### src/rtl/dbg_pkg.sv
// Shared definitions for the register-file debug dumper: FSM state encoding,
// header sync byte and the byte-counter width helper.
package dbg_pkg;

    // Dumper FSM states; HDR is only visited when the header option is built in.
    typedef enum logic [2:0] {
        IDLE = 3'd0,
        HOLD = 3'd1,
        LOAD = 3'd2,
        HDR  = 3'd3,
        SEND = 3'd4,
        FIN  = 3'd5
    } state_t;

    // First header byte sent ahead of every register payload.
    localparam logic [7:0] DUMP_SYNC = 8'hA5;

    // Width of a counter that indexes the bytes of a dataW-bit word (at least 1).
    function automatic int byteCntW(input int dataW);
        int n;
        n = dataW / 8;
        return (n <= 1) ? 1 : $clog2(n);
    endfunction

    localparam int DEF_DATA_W = 32;
    localparam int BYTE_CNT_W = byteCntW(DEF_DATA_W);

endpackage

### src/rtl/word_serializer.sv
// Parallel-load word serializer: captures a DATA_W word and emits it as bytes
// over valid/ready, most significant byte first when MSB_FIRST=1, least
// significant byte first otherwise. 'last' flags the final byte of the word.
//
// Handshake: a byte transfers on every clk edge where valid && ready. Once
// valid is high it stays high and data stays stable until the byte is taken.
module word_serializer
    import dbg_pkg::*;
#(
    parameter int DATA_W    = 32,
    parameter bit MSB_FIRST = 1'b1
) (
    input  logic              clk,
    input  logic              rstb,
    input  logic              load,
    input  logic [DATA_W-1:0] word,
    input  logic              launch,
    input  logic              ready,
    output logic              valid,
    output logic [7:0]        data,
    output logic              last
);

    localparam int NBYTES = DATA_W / 8;
    localparam int CW     = byteCntW(DATA_W);

    logic [DATA_W-1:0] shiftReg;
    logic [CW-1:0]     byteCnt;

    // Load captures a fresh word; launch raises valid; each accepted byte shifts
    // the next one into the output position until the last one drops valid.
    always_ff @(posedge clk or negedge rstb) begin
        if (!rstb) begin
            shiftReg <= '0;
            byteCnt  <= '0;
            valid    <= 1'b0;
        end else if (load) begin
            shiftReg <= word;
            byteCnt  <= '0;
            valid    <= launch;
        end else if (launch) begin
            valid <= 1'b1;
        end else if (valid && ready) begin
            if (last) begin
                valid <= 1'b0;
            end else begin
                byteCnt <= byteCnt + 1'b1;
                if (MSB_FIRST) shiftReg <= shiftReg << 8;
                else           shiftReg <= shiftReg >> 8;
            end
        end
    end

    // Output byte is a fixed slice of the shift register, so it is glitch-free.
    always_comb begin
        data = MSB_FIRST ? shiftReg[DATA_W-1 -: 8] : shiftReg[7:0];
        last = (byteCnt == CW'(NBYTES - 1));
    end

endmodule

### src/rtl/regfile_dumper.sv
// Debug reader for the CPU register file. A start pulse freezes the core via
// cpu_hold, walks addresses 0..NUM_REGS-1 through a spare read port and streams
// every word out as bytes over a valid/ready byte interface.
// Build option: define REGFILE_DUMP_HDR_EN to prefix each register payload
// with the two header bytes DUMP_SYNC, {0, rd_addr}.
//
// Handshake: a byte transfers on every clk edge where tx_valid && tx_ready.
// tx_valid never drops and tx_data never changes until the byte is accepted.
module regfile_dumper
    import dbg_pkg::*;
#(
    parameter int NUM_REGS  = 32,
    parameter int ADDR_W    = 5,
    parameter int DATA_W    = 32,
    parameter bit MSB_FIRST = 1'b1
) (
    input  logic              clk,
    input  logic              rstb,
    input  logic              start,
    output logic [ADDR_W-1:0] rd_addr,
    input  logic [DATA_W-1:0] rd_data,
    output logic              tx_valid,
    input  logic              tx_ready,
    output logic [7:0]        tx_data,
    output logic              cpu_hold,
    output logic              done,
    output state_t            dbgState
);

    state_t     state;
    logic       serLoad;
    logic       serLaunch;
    logic       serValid;
    logic [7:0] serData;
    logic       serLast;

    word_serializer #(
        .DATA_W    (DATA_W),
        .MSB_FIRST (MSB_FIRST)
    ) u_ser (
        .clk    (clk),
        .rstb   (rstb),
        .load   (serLoad),
        .word   (rd_data),
        .launch (serLaunch),
        .ready  (tx_ready),
        .valid  (serValid),
        .data   (serData),
        .last   (serLast)
    );

    assign serLoad  = (state == LOAD);
    assign dbgState = state;

`ifdef REGFILE_DUMP_HDR_EN
    logic       hdrValid;
    logic [7:0] hdrData;
    logic       hdrIdx;

    // Payload starts the cycle after the second header byte is accepted.
    assign serLaunch = (state == HDR) && hdrValid && tx_ready && hdrIdx;
    assign tx_valid  = hdrValid | serValid;
    assign tx_data   = hdrValid ? hdrData : serData;
`else
    // Payload starts right after the word is captured.
    assign serLaunch = (state == LOAD);
    assign tx_valid  = serValid;
    assign tx_data   = serData;
`endif

    // Dump sequencer: hold the core, step addresses, finish with a done pulse.
    always_ff @(posedge clk or negedge rstb) begin
        if (!rstb) begin
            state    <= IDLE;
            rd_addr  <= '0;
            cpu_hold <= 1'b0;
            done     <= 1'b0;
`ifdef REGFILE_DUMP_HDR_EN
            hdrValid <= 1'b0;
            hdrData  <= '0;
            hdrIdx   <= 1'b0;
`endif
        end else begin
            done <= 1'b0;
            case (state)
                IDLE: begin
                    if (start) begin
                        state    <= HOLD;
                        cpu_hold <= 1'b1;
                        rd_addr  <= '0;
                    end
                end
                HOLD: begin
                    state <= LOAD;
                end
                LOAD: begin
`ifdef REGFILE_DUMP_HDR_EN
                    hdrValid <= 1'b1;
                    hdrData  <= DUMP_SYNC;
                    hdrIdx   <= 1'b0;
                    state    <= HDR;
`else
                    state <= SEND;
`endif
                end
`ifdef REGFILE_DUMP_HDR_EN
                HDR: begin
                    if (hdrValid && tx_ready) begin
                        if (!hdrIdx) begin
                            hdrData <= 8'(rd_addr);
                            hdrIdx  <= 1'b1;
                        end else begin
                            hdrValid <= 1'b0;
                            state    <= SEND;
                        end
                    end
                end
`endif
                SEND: begin
                    if (serValid && tx_ready && serLast) begin
                        if (rd_addr == ADDR_W'(NUM_REGS - 1)) begin
                            state <= FIN;
                        end else begin
                            rd_addr <= rd_addr + 1'b1;
                            state   <= LOAD;
                        end
                    end
                end
                FIN: begin
                    done     <= 1'b1;
                    cpu_hold <= 1'b0;
                    rd_addr  <= '0;
                    state    <= IDLE;
                end
                default: begin
                    state <= IDLE;
                end
            endcase
        end
    end

endmodule

### config.mk
export PLATFORM = sky130hd
export DESIGN_NAME = regfile_dumper
export DESIGN_NICKNAME = d
export VERILOG_FILES = /design/src/rtl/dbg_pkg.sv /design/src/rtl/word_serializer.sv /design/src/rtl/regfile_dumper.sv
export SDC_FILE = /design/constraint.sdc
export NUM_CORES = 1
export LEC_CHECK = 0
export CORE_MARGIN = 8
export CORE_UTILIZATION = 52
export DETAILED_ROUTE_END_ITERATION = 10
export PLACE_DENSITY = 0.93
export SLEW_MARGIN = 10
export SYNTH_ARGS = -nofsm -noshare
export SYNTH_HDL_FRONTEND = slang
export SYNTH_SLANG_ARGS = --single-unit
### constraint.sdc
create_clock -name clk -period 3.5 [get_ports clk]
set_input_delay 0.7 -clock clk [delete_from_list [all_inputs] [get_ports clk]]
set_output_delay 0.7 -clock clk [all_outputs]
set_load 0.005 [all_outputs]
# Word level (Yosys, flattened, before mapping)
# Cells that the tools add are included.
# W data, S select, Z words.
totals:
  reg_bits: 45
  latch_bits: 0
  mem_bits_rw: 0
  rom_bits: 0
  output_inout_bits: 19
  elab_cells: 51
  mem_count: 0
op_classes:
  n_addsub: 2
  multipliers: 0
  div: 0
  n_lt_le_gt_ge: 0
  eq_ne: 10
  shift: 0
  mux: 20
  n_bitwise: 0
  n_reduce_logical: 12
ops:
  columns: ["op", "n"]
  rows:
  - ["$mux W32", 3]
  - ["$mux W5", 3]
  - ["$pmux W5 S3", 1]
  - ["$pmux W3 S4", 1]
  - ["$mux W3", 3]
  - ["$ne A2 B2 Y1 const B", 4]
  - ["$reduce_and A2 Y1", 4]
  - ["$eq A3 B3 Y1 const B", 2]
  - ["$mux W2", 3]
  - ["$reduce_bool A2 Y1", 3]
  - ["$add A5 B1 Y5 const B", 1]
  - ["$eq A5 B5 Y1 const B", 1]
  - ["$mux W1", 5]
  - ["$reduce_and A4 Y1", 1]
  - ["$eq A3 B1 Y1 const B", 1]
  - ["$eq A3 B2 Y1 const B", 1]
  - ["$logic_not A3 Y1", 1]
  - ["$reduce_bool A3 Y1", 1]
  - ["$add A2 B1 Y2 const B", 1]
  - ["$eq A2 B2 Y1 const B", 1]
  - ["$logic_and A1 B1 Y1", 2]
  - ["$pmux W1 S2", 1]

# Logic depth before layout (Yosys ltp)
# Gate-level depths: netlist of run 1.
depth:
  depth_word: 4
  depth_mapped: 6
  ltp_nobuf: 6

# Cells and area by module
# From an unflattened synthesis of run 1, not the netlist that was laid out.
unflattened:
  cells_unflattened: 212
  area_unflattened_um2: 2199.6
by_module_without_submodules:
  columns: ["module", "n_inst", "cells_per_inst", "area_per_inst_um2", "seq_area_each_um2"]
  rows:
  - ["word_serializer", 1, 161, 1645.3, 875.8]
  - ["regfile_dumper", 1, 51, 554.3, 250.2]

# Worst setup path before layout of run 1
# OpenSTA, ideal clock, no wires.
synth_timing:
  path_kind: "register -> register"
  startpoint: "register rd_addr[0]"
  endpoint: "register rd_addr[2]"
  arrival_ns: 1.651
  setup_slack_ns: 1.753
  path_stages_with_launch: 7
  period_less_slack_ns: 1.747
  cell_sequence: "dfrtp_1 -> ha_1 -> and3_1 -> ha_1 -> and4b_1 -> a31oi_1 -> a311oi_2"
synth_between:
  elab_chain_cells: 4
  word_cells_on_any_way: 7
  cone_classes: "1 x add/sub; 2 x eq/ne; 3 x mux; 1 x reduce/logical"
synth_lines:
  columns: ["element", "line_no", "source"]
  rows:
  - ["from (decl)", "regfile_dumper.sv:20", "output logic [ADDR_W-1:0] rd_addr,"]
  - ["from (signal assigned)", "regfile_dumper.sv:124", "rd_addr <= rd_addr + 1'b1;"]
  - ["$add A5 B1 Y5", "regfile_dumper.sv:124", null]
  - ["$mux W5", "regfile_dumper.sv:121", "if (rd_addr == ADDR_W'(NUM_REGS - 1)) begin"]
  - ["$mux W5", "regfile_dumper.sv:120", "if (serValid && tx_ready && serLast) begin"]
  - ["$pmux W5 S3", "regfile_dumper.sv:85", "case (state)"]
# Parallel ways exist; a longest one is shown, timed or not. The select of a mux whose other input is x is not followed.
# A chain may end at the register's enable or synchronous reset.

# Worst setup path after layout of run 1
layout_timing:
  startpoint: "register state[2], in the netlist dbgState[2]"
  endpoint: "output port dbgState[2]"
layout_rtl:
  columns: ["element", "line_no", "source"]
  rows:
  - ["from (decl)", "regfile_dumper.sv:30", "state_t state;"]
  - ["from (signal assigned)", "regfile_dumper.sv:74", "state <= IDLE;"]
  - ["from (signal assigned)", "regfile_dumper.sv:88", "state <= HOLD;"]
  - ["from (signal assigned)", "regfile_dumper.sv:94", "state <= LOAD;"]
  - ["to (decl)", "regfile_dumper.sv:27", "output state_t dbgState"]
# No word-level cell between the ends.

==> impl_metrics.json, run 1 <==
{
  "p_sw_frac": 0.353,
  "rsz0062_at_grt": "false",
  "track_usage": 0.154,
  "post_drt_wl_per_cell_um": 16.0,
  "synth_top_area_cell": "dfrtp_1",
  "io_pins": 55,
  "peakVddDrop_v": 0.000408,
  "holdBufCountCts": 0,
  "r2r_setup_slack_ns": 1.49,
  "period_share": 0.622,
  "cp_slowest_stage_delay_ns": 0.59,
  "critPathCaptureType": "output port",
  "drc_errors": 0,
  "dieArea_um2": 6560,
  "status": "finished, final reports clean",
  "slew_viol_final": 0,
  "drive_gt1_frac": 0.0565,
  "synth_common_cells": "dfrtp_1 (45), nand2_1 (31), o21ai_0 (28)",
  "drt_iter0_drc": 93,
  "drtAntennaViolNets": 0,
  "io_buffers": 54,
  "leakage_uw": 0.00128,
  "tightest_slew_ns": 0.976,
  "cts_root_buf": "clkbuf_8",
  "antenna_cells": 0,
  "hold_violations": 0,
  "utilization": 0.681,
  "synthDistinctLibCells": 32,
  "grt_antenna_before_repair": 0,
  "final.fill_count": 309,
  "min_to": "cpu_hold",
  "wirelength_mm": 4.77,
  "netlist_area_um2": 2190,
  "reg2reg_depth": 6,
  "ys_async_sr_fraction": 1.00,
  "grt_max_degree": 46,
  "initial_core_util": 0.545,
  "cts_buffer_depth": 2,
  "yosysSeqAreaShare": 0.513,
  "grt_use_met3": 0.0353,
  "synth_most_common_cell": "dfrtp_1",
  "placed_area_um2": 2660,
  "p_switching_uw": 670,
  "r2r-start": "rd_addr[0]",
  "cpMaxStageDelayCell": "dfrtp_1",
  "finClkSkew_ns": 0.00705,
  "design_area_um2": 2750,
  "crit_family": "flip-flops",
  "hp-class": "reg -> reg",
  "cts_setup_buffers": 0,
  "cellPowerDensity_nw_per_um2": 692,
  "regArea_um2": 1130,
  "overflow": 0,
  "place.gp.congestion": 0.801,
  "cts.repair.resized": 0,
  "worst-path-buf-inv": 1,
  "crit_path_start_kind": "flip-flop",
  "grtUsageMet2": 0.233,
  "critical_path_class": "reg -> out",
  "core_area_um2": 4030,
  "synth-main-ff-cell": "dfrtp_1",
  "cts_tree": "yes",
  "cp.arrival_ns": 1.48,
  "nets": 286,
  "p_comb_frac": 0.386,
  "via_count": 1617,
  "area_delta_synth_final_pct": 25.1,
  "clkTransAtPathRegs_ns": 0.08,
  "critical_path_required_ns": 2.80,
  "timing.rr.end": "rd_addr[2]",
  "setup_ws_ns": 1.32,
  "synthTopCellsByArea": "dfrtp_1 (51%), mux2i_1 (12%), o21ai_0 (6.4%)",
  "dp_slack_ns": 1.14,
  "fin_setup_tns_ns": 0,
  "cts.sinks": 45,
  "clock.fmax_ghz": 0.459,
  "min_period_ns": 2.18,
  "grt_use_met1": 0.203,
  "cts_buffers": 5,
  "power.total_uw": 1900,
  "grt_pass1_wl_mm": 8.00,
  "clk_latency_ns": 0.30,
  "power_frac_seq": 0.446,
  "slew_headroom": 0.349,
  "first_pass_iters": 4,
  "die_h_um": 81.0,
  "hold-path-cell-count": 2,
  "yosysTopAreaCellShare": 0.513,
  "grt_pass1_vias": 1665,
  "clockPowerShare": 0.167,
  "syn-instance-count": 203,
  "multi_input_area_um2": 892,
  "vias_per_cell": 5.43,
  "crit_chain": "clkdlybuf4s50_1",
  "fp.dieW_um": 81.0,
  "worstHoldStart": "cpu_hold",
  "hpwl_mm": 3.55,
  "final-setup-viol-count": 0,
  "synth_edf_count": 0,
  "drv_cap": 0,
  "placementRows": 23,
  "crit_fanout": 12,
  "internal_power_uw": 1230,
  "yosys_warnings": 0,
  "syn_nets": 242,
  "synth_seq_cells": 45,
  "busiest_layer": "met2",
  "syn_avg_cell_area_um2": 10.8,
  "htree_levels": 2
}
metrics by stage:
step	cells	hold WS, ns
after floorplan	203	0.404
after global placement	290	0.482
after detailed placement	290	0.489
after CTS	298	0.508
after global routing	298	0.517
final	298	0.508
sequential cells by signal, summed over array words and instances (netlist names):
register / cells
u_ser.shiftReg: 32
dbgState: 3
rd_addr: 5
u_ser.byteCnt: 2
done: 1
cpu_hold: 1
u_ser.valid: 1
worst min-delay path, cell delays in order, from the launching register on:
cell     delay, ns
dfrtp_1       0.37
nand2_1       0.05
nand2_1       0.06
layout make-up:
type                       count  share of cell area
multi-input combinational    134               0.325
clock inverter                 2             0.00547
clock buffer                   6              0.0264
tap                           50              0.0228
timing repair buffer          58               0.206
inverter                       3             0.00410
sequential                    45               0.410
worst max-delay path by stage:
stage / startpoint / to / slack (ns) / cells past startpoint
3_5_place_dp: tx_ready / u_ser.shiftReg[0] / 1.14 / 5
3_3_place_gp: tx_ready / u_ser.shiftReg[1] / 1.20 / 5
6_report: dbgState[2] / dbgState[2] / 1.32 / 1
4_1_cts: dbgState[2] / dbgState[2] / 1.32 / 1
2_1_floorplan: rd_addr[0] / rd_addr[2] / 1.75 / 6
5_1_grt: dbgState[0] / dbgState[0] / 1.26 / 1
metal layers:
metal | up-vias | part of all wire
met2 | 38 | 0.49
met5 | - | 0
li1 | 799 | -
met1 | 774 | 0.45
met3 | 6 | 0.048
met4 | 0 | 0.016
cells by family after synthesis:
kind of cell               share of synthesized area
and+or+nand+nor                                0.125
AOI/OAI and AO/OA                              0.141
DFF                                            0.513
muxes                                          0.119
buffers and inverters                         0.0804
adders and majority gates                     0.0171
xor gates and xnor gates                     0.00399
layout by cell type, fill, tap and decap left out, types with 2 or more instances in the layout:
cell,count
o32ai_1,3
nor3b_1,2
ha_1,3
inv_1,3
nand3_1,2
a21o_1,2
dfrtp_1,45
and4b_1,2
nand2b_1,2
o21ai_0,28
nor2_1,7
mux2i_1,26
nand4b_1,2
nor2b_1,4
a22o_1,9
clkdlybuf4s50_1,53
nand2_1,31
clkbuf_8,5
buf_4,4
a21oi_1,2
clkinvlp_4,2
power by group through the flow:
stage / sequential, uW / clock [uW] / combinational (uW)
final: 848 / 318 / 734
after global routing: 868 / 351 / 826
after CTS: 845 / 325 / 744
after detailed placement: 855 / 0 / 742
after global placement: 843 / 0 / 705
after floorplan: 788 / 0 / 604
No activity file was read; power rests on OpenSTA's default activity.
==> inputs of run 2 (changes only) <==
--- a/config.mk
+++ b/config.mk
@@ -6,9 +6,9 @@
 export NUM_CORES = 1
 export LEC_CHECK = 0
 export CORE_MARGIN = 8
-export CORE_UTILIZATION = 52
+export CORE_UTILIZATION = 49
 export DETAILED_ROUTE_END_ITERATION = 10
-export PLACE_DENSITY = 0.93
+export PLACE_DENSITY = 0.89
 export SLEW_MARGIN = 10
 export SYNTH_ARGS = -nofsm -noshare
 export SYNTH_HDL_FRONTEND = slang
==> constraint.sdc (replaced) <==
create_clock -name clk -period 2.1 [get_ports clk]
set_input_delay 0.42 -clock clk [delete_from_list [all_inputs] [get_ports clk]]
set_output_delay 0.42 -clock clk [all_outputs]
set_load 0.005 [all_outputs]
==> impl_metrics.json, run 2 (synthesis gave the netlist of run 1 again) <==
{
  "area_delta_synth_final_pct": 26.3,
  "hold_ws_ns": 0.182,
  "drc_errors": 0,
  "critPathCaptureType": "flip-flop",
  "die_h_um": 82.9,
  "clk_latency_ns": 0.30,
  "vias_per_cell": 5.42,
  "clock.fmax_ghz": 0.518,
  "place.gp.congestion": 0.859,
  "initial_core_util": 0.508,
  "grt_max_degree": 46,
  "placed_area_um2": 2690,
  "placementRows": 24,
  "grt_antenna_before_repair": 0,
  "dp_slack_ns": 0.120,
  "crit_path_start_kind": "flip-flop",
  "design_area_um2": 2770,
  "slew_headroom": 0.552,
  "drv_cap": 0,
  "critical_path_required_ns": 2.32,
  "drive_gt1_frac": 0.0714,
  "place_inst": 296,
  "cts_buffers": 5,
  "period_share": 0.920,
  "fin_cells": 304,
  "setup_ws_ns": 0.168,
  "r2r_setup_slack_ns": 0.17,
  "largest_reg_flops": 32,
  "reg2reg_depth": 6,
  "first_pass_iters": 4,
  "track_usage": 0.147,
  "hp-class": "in -> async",
  "cp.arrival_ns": 2.15,
  "final.fill_count": 363,
  "dieArea_um2": 6880,
  "htree_levels": 2,
  "cellPowerDensity_nw_per_um2": 1160,
  "critical_path_class": "reg -> reg",
  "cts_buffer_depth": 2,
  "core_area_um2": 4320,
  "io_buffers": 54,
  "fp.dieW_um": 82.9,
  "final_cell_mix": "clkdlybuf4s50_1 (53), dfrtp_1 (45), nand2_1 (31), o21ai_0 (28), mux2i_1 (26)",
  "finClkSkew_ns": 0.00480,
  "cts.repair.resized": 0,
  "timing.rr.end": "rd_addr[2]",
  "grt_pass1_vias": 1725,
  "slew_viol_final": 0,
  "fin_setup_tns_ns": 0,
  "final_common_cell": "clkdlybuf4s50_1",
  "final-setup-viol-count": 0,
  "r2r-start": "rd_addr[0]",
  "tightest_slew_ns": 0.670,
  "regMostFlops": "u_ser.shiftReg",
  "drt_iter0_drc": 136,
  "leakage_uw": 0.00131,
  "status": "finished, final reports clean",
  "io_pins": 55,
  "cts_tree": "yes",
  "nets": 290,
  "regArea_um2": 1130,
  "cts_root_buf": "clkbuf_8",
  "crit_fanout": 5,
  "cts_setup_buffers": 0,
  "grt_pass1_wl_mm": 8.46,
  "holdBufCountCts": 0,
  "cts.sinks": 45,
  "min_period_ns": 1.93,
  "antenna_cells": 0,
  "via_count": 1648,
  "wirelength_mm": 5.04,
  "hpwl_mm": 3.77,
  "drtAntennaViolNets": 0,
  "rsz0062_at_grt": "false",
  "peakVddDrop_v": 0.000541,
  "hold_violations": 0,
  "post_drt_wl_per_cell_um": 16.6,
  "multi_input_area_um2": 892,
  "overflow": 0,
  "clkTransAtPathRegs_ns": 0.08
}
-- run 2: cell types whose count changed in the layout (fill, tap and decap cells not counted), sizes merged --
cell,previous run,this run
buf,5,9
clkinvlp,2,0
clkinv,0,2
-- run 2: power by group --
part           internal, uW  total [uW]  switching (uW)
clock                   231         519             289
combinational           677        1290             616
sequential             1170        1410             243
total                  2070        3220            1150
-- run 2: final cells by class --
class	count	area share
clock buffers	6	0.0262
clock inverters	2	0.00361
inverters	3	0.00406
multi-input cells	134	0.322
flip-flops and latches	45	0.406
well taps	52	0.0235
repair buffers	62	0.215
-- run 2: worst max path at each step --
stage	slack, ns	endpoint	startpoint
final	0.17	rd_addr[2]	rd_addr[0]
after global placement	0.23	u_ser.shiftReg[5]	tx_ready
after detailed placement	0.12	u_ser.shiftReg[6]	tx_ready
after global routing	0.07	rd_addr[2]	rd_addr[0]
after CTS	0.18	rd_addr[1]	rd_addr[0]
after floorplan	0.35	rd_addr[2]	rd_addr[0]
-- run 2: critical path: stages, from the launching register on --
cell and delay, ns:
dfrtp_1 0.44, ha_1 0.25, and3_1 0.19, ha_1 0.21
and4b_1 0.37, a31oi_1 0.13, a311oi_2 0.24
-- run 2: layer usage --
metal  up-vias  track usage  part of all wire  wire, um
met4         0       0.0927             0.031       157
met5         -            0                 0         0
li1        800            -                 -         -
met2        35        0.237              0.50      2500
met3        13       0.0322             0.034       170
met1       800        0.173              0.44      2210
-- run 2: through the flow --
step	power, uW	util
CTS	3240	0.641
floorplan	2320	-
finish	3220	0.641
detailed placement	2720	0.622
global route	3440	0.641
global placement	2620	0.622
==> inputs of run 3 (changes only) <==
--- a/config.mk
+++ b/config.mk
@@ -6,10 +6,11 @@
 export NUM_CORES = 1
 export LEC_CHECK = 0
 export CORE_MARGIN = 8
-export CORE_UTILIZATION = 49
+export CORE_UTILIZATION = 44
 export DETAILED_ROUTE_END_ITERATION = 10
-export PLACE_DENSITY = 0.89
+export PLACE_DENSITY = 0.85
 export SLEW_MARGIN = 10
 export SYNTH_ARGS = -nofsm -noshare
 export SYNTH_HDL_FRONTEND = slang
 export SYNTH_SLANG_ARGS = --single-unit
+export TNS_END_PERCENT = 5
==> constraint.sdc (replaced) <==
create_clock -name clk -period 1.77 [get_ports clk]
set_input_delay 0.354 -clock clk [delete_from_list [all_inputs] [get_ports clk]]
set_output_delay 0.354 -clock clk [all_outputs]
set_load 0.005 [all_outputs]
==> impl_metrics.json, run 3 (synthesis gave the netlist of run 1 again) <==
{
  "cellPowerDensity_nw_per_um2": 1370,
  "cts_buffers": 5,
  "critPathCaptureType": "flip-flop",
  "largest_reg_flops": 32,
  "drv_cap": 0,
  "dieArea_um2": 7500,
  "hp-class": "in -> async",
  "slew_viol_final": 0,
  "slew_headroom": 0.762,
  "clock.fmax_ghz": 0.591,
  "leakage_uw": 0.00136,
  "io_pins": 55,
  "core_area_um2": 4750,
  "cts_buffer_depth": 2,
  "final_cell_mix": "clkdlybuf4s50_1 (53), dfrtp_1 (44), nand2_1 (31), o21ai_0 (27), mux2i_1 (26)",
  "drc_errors": 0,
  "clk_latency_ns": 0.30,
  "vias_per_cell": 5.07,
  "final-setup-viol-count": 0,
  "tightest_slew_ns": 0.356,
  "antenna_cells": 0,
  "grt_pass1_vias": 1629,
  "final.fill_count": 395,
  "cts_setup_buffers": 0,
  "critical_path_required_ns": 1.97,
  "critical_path_class": "reg -> reg",
  "die_h_um": 86.6,
  "hpwl_mm": 3.67,
  "internal_power_uw": 2650,
  "crit_path_start_kind": "flip-flop",
  "fp.dieW_um": 86.6,
  "p_sw_frac": 0.337,
  "holdBufCountCts": 0,
  "initial_core_util": 0.462,
  "wirelength_mm": 5.06,
  "cts_tree": "yes",
  "cp.arrival_ns": 1.90,
  "hold_ws_ns": 0.0246,
  "min_period_ns": 1.69,
  "cts_root_buf": "clkbuf_8",
  "post_drt_wl_per_cell_um": 15.6,
  "grt_antenna_before_repair": 0,
  "p_comb_frac": 0.401,
  "drt_iter0_drc": 188,
  "grt_max_degree": 46,
  "cts.repair.resized": 0,
  "crit_fanout": 4,
  "first_pass_iters": 4,
  "power_frac_seq": 0.414,
  "io_buffers": 54,
  "finClkSkew_ns": 0.00782,
  "area_delta_synth_final_pct": 32.8,
  "via_count": 1644,
  "htree_levels": 2,
  "overflow": 0,
  "peakVddDrop_v": 0.000524,
  "status": "finished, final reports clean",
  "nets": 296,
  "drtAntennaViolNets": 0,
  "place.gp.congestion": 0.817,
  "p_switching_uw": 1350,
  "hold_violations": 0,
  "final_common_cell": "clkdlybuf4s50_1",
  "drive_gt1_frac": 0.125,
  "clockPowerShare": 0.185,
  "cts.sinks": 45,
  "placementRows": 25,
  "period_share": 0.956,
  "track_usage": 0.138,
  "clkTransAtPathRegs_ns": 0.08,
  "regMostFlops": "u_ser.shiftReg",
  "grt_pass1_wl_mm": 8.07,
  "fin_setup_tns_ns": 0
}
[run 3: changes by cell type in the layout (fill, tap and decap cells not counted), moves of 2 or more]
| cell | change |
|---|---|
| buf_4 | +4 |
| buf_12 | +2 |
| ha_1 | -2 |
| ha_2 | +2 |
| o32ai_1 | -2 |
| o32ai_2 | +2 |
[run 3: final cells by class]
| type | instances | area, um2 | area share |
|---|---|---|---|
| Multi-Input combinational cell | 134 | 922 | 0.316 |
| Clock inverter | 2 | 35.0 | 0.0120 |
| Sequential cell | 45 | 1130 | 0.387 |
| Inverter | 3 | 11.3 | 0.00386 |
| Tap cell | 67 | 83.8 | 0.0288 |
| Timing Repair Buffer | 68 | 666 | 0.228 |
| Clock buffer | 5 | 68.8 | 0.0236 |
[run 3: worst max-delay path: stages (launching register included)]
cell and delay [ns]:
dfrtp_1 0.40, ha_2 0.18, and3_1 0.18, ha_2 0.19, and4b_2 0.31, nand2_1 0.12, o32ai_2 0.22
[run 3: power by group through the flow]
stage / logic, uW / clock network (uW) / registers, uW
final: 1600 / 739 / 1650
after global routing: 1780 / 801 / 1700
after CTS: 1590 / 755 / 1650
after detailed placement: 1580 / 0 / 1670
after global placement: 1520 / 0 / 1640
after floorplan: 1190 / 0 / 1560
[run 3: worst paths after layout]
path                            startpoint                  to  slack [ns]  cells after the start
max in group asynchronous             rstb         dbgState[1]        1.53                      2
worst max register to register  rd_addr[1]          rd_addr[1]        0.08                      6
worst min register to register    cpu_hold            cpu_hold        0.51                      2
worst min-delay path                  rstb  u_ser.shiftReg[19]        0.02                      2
min in group clk                  cpu_hold            cpu_hold        0.51                      2
worst max-delay path            rd_addr[1]          rd_addr[1]        0.08                      6
[run 3: per-layer routing]
metal	wire (um)	up-vias	GRT usage	share of wire
li1	-	811	-	-
met2	2550	30	0.222	0.50
met3	253	5	0.0463	0.050
met1	2170	798	0.163	0.43
met4	82	0	0.0595	0.016
met5	0	-	0	0
[run 3: through the flow]
step	std cells	util	setup WS, ns	power [uW]	cell area, um2
after floorplan	203	-	0.0230	2750	2190
after global placement	317	0.584	0.0199	3160	2780
after CTS	324	0.606	0.0262	4000	2880
after detailed placement	317	0.584	-0.0860	3250	2780
after global routing	324	0.613	-0.00326	4290	2910
final	324	0.613	0.0779	4000	2910
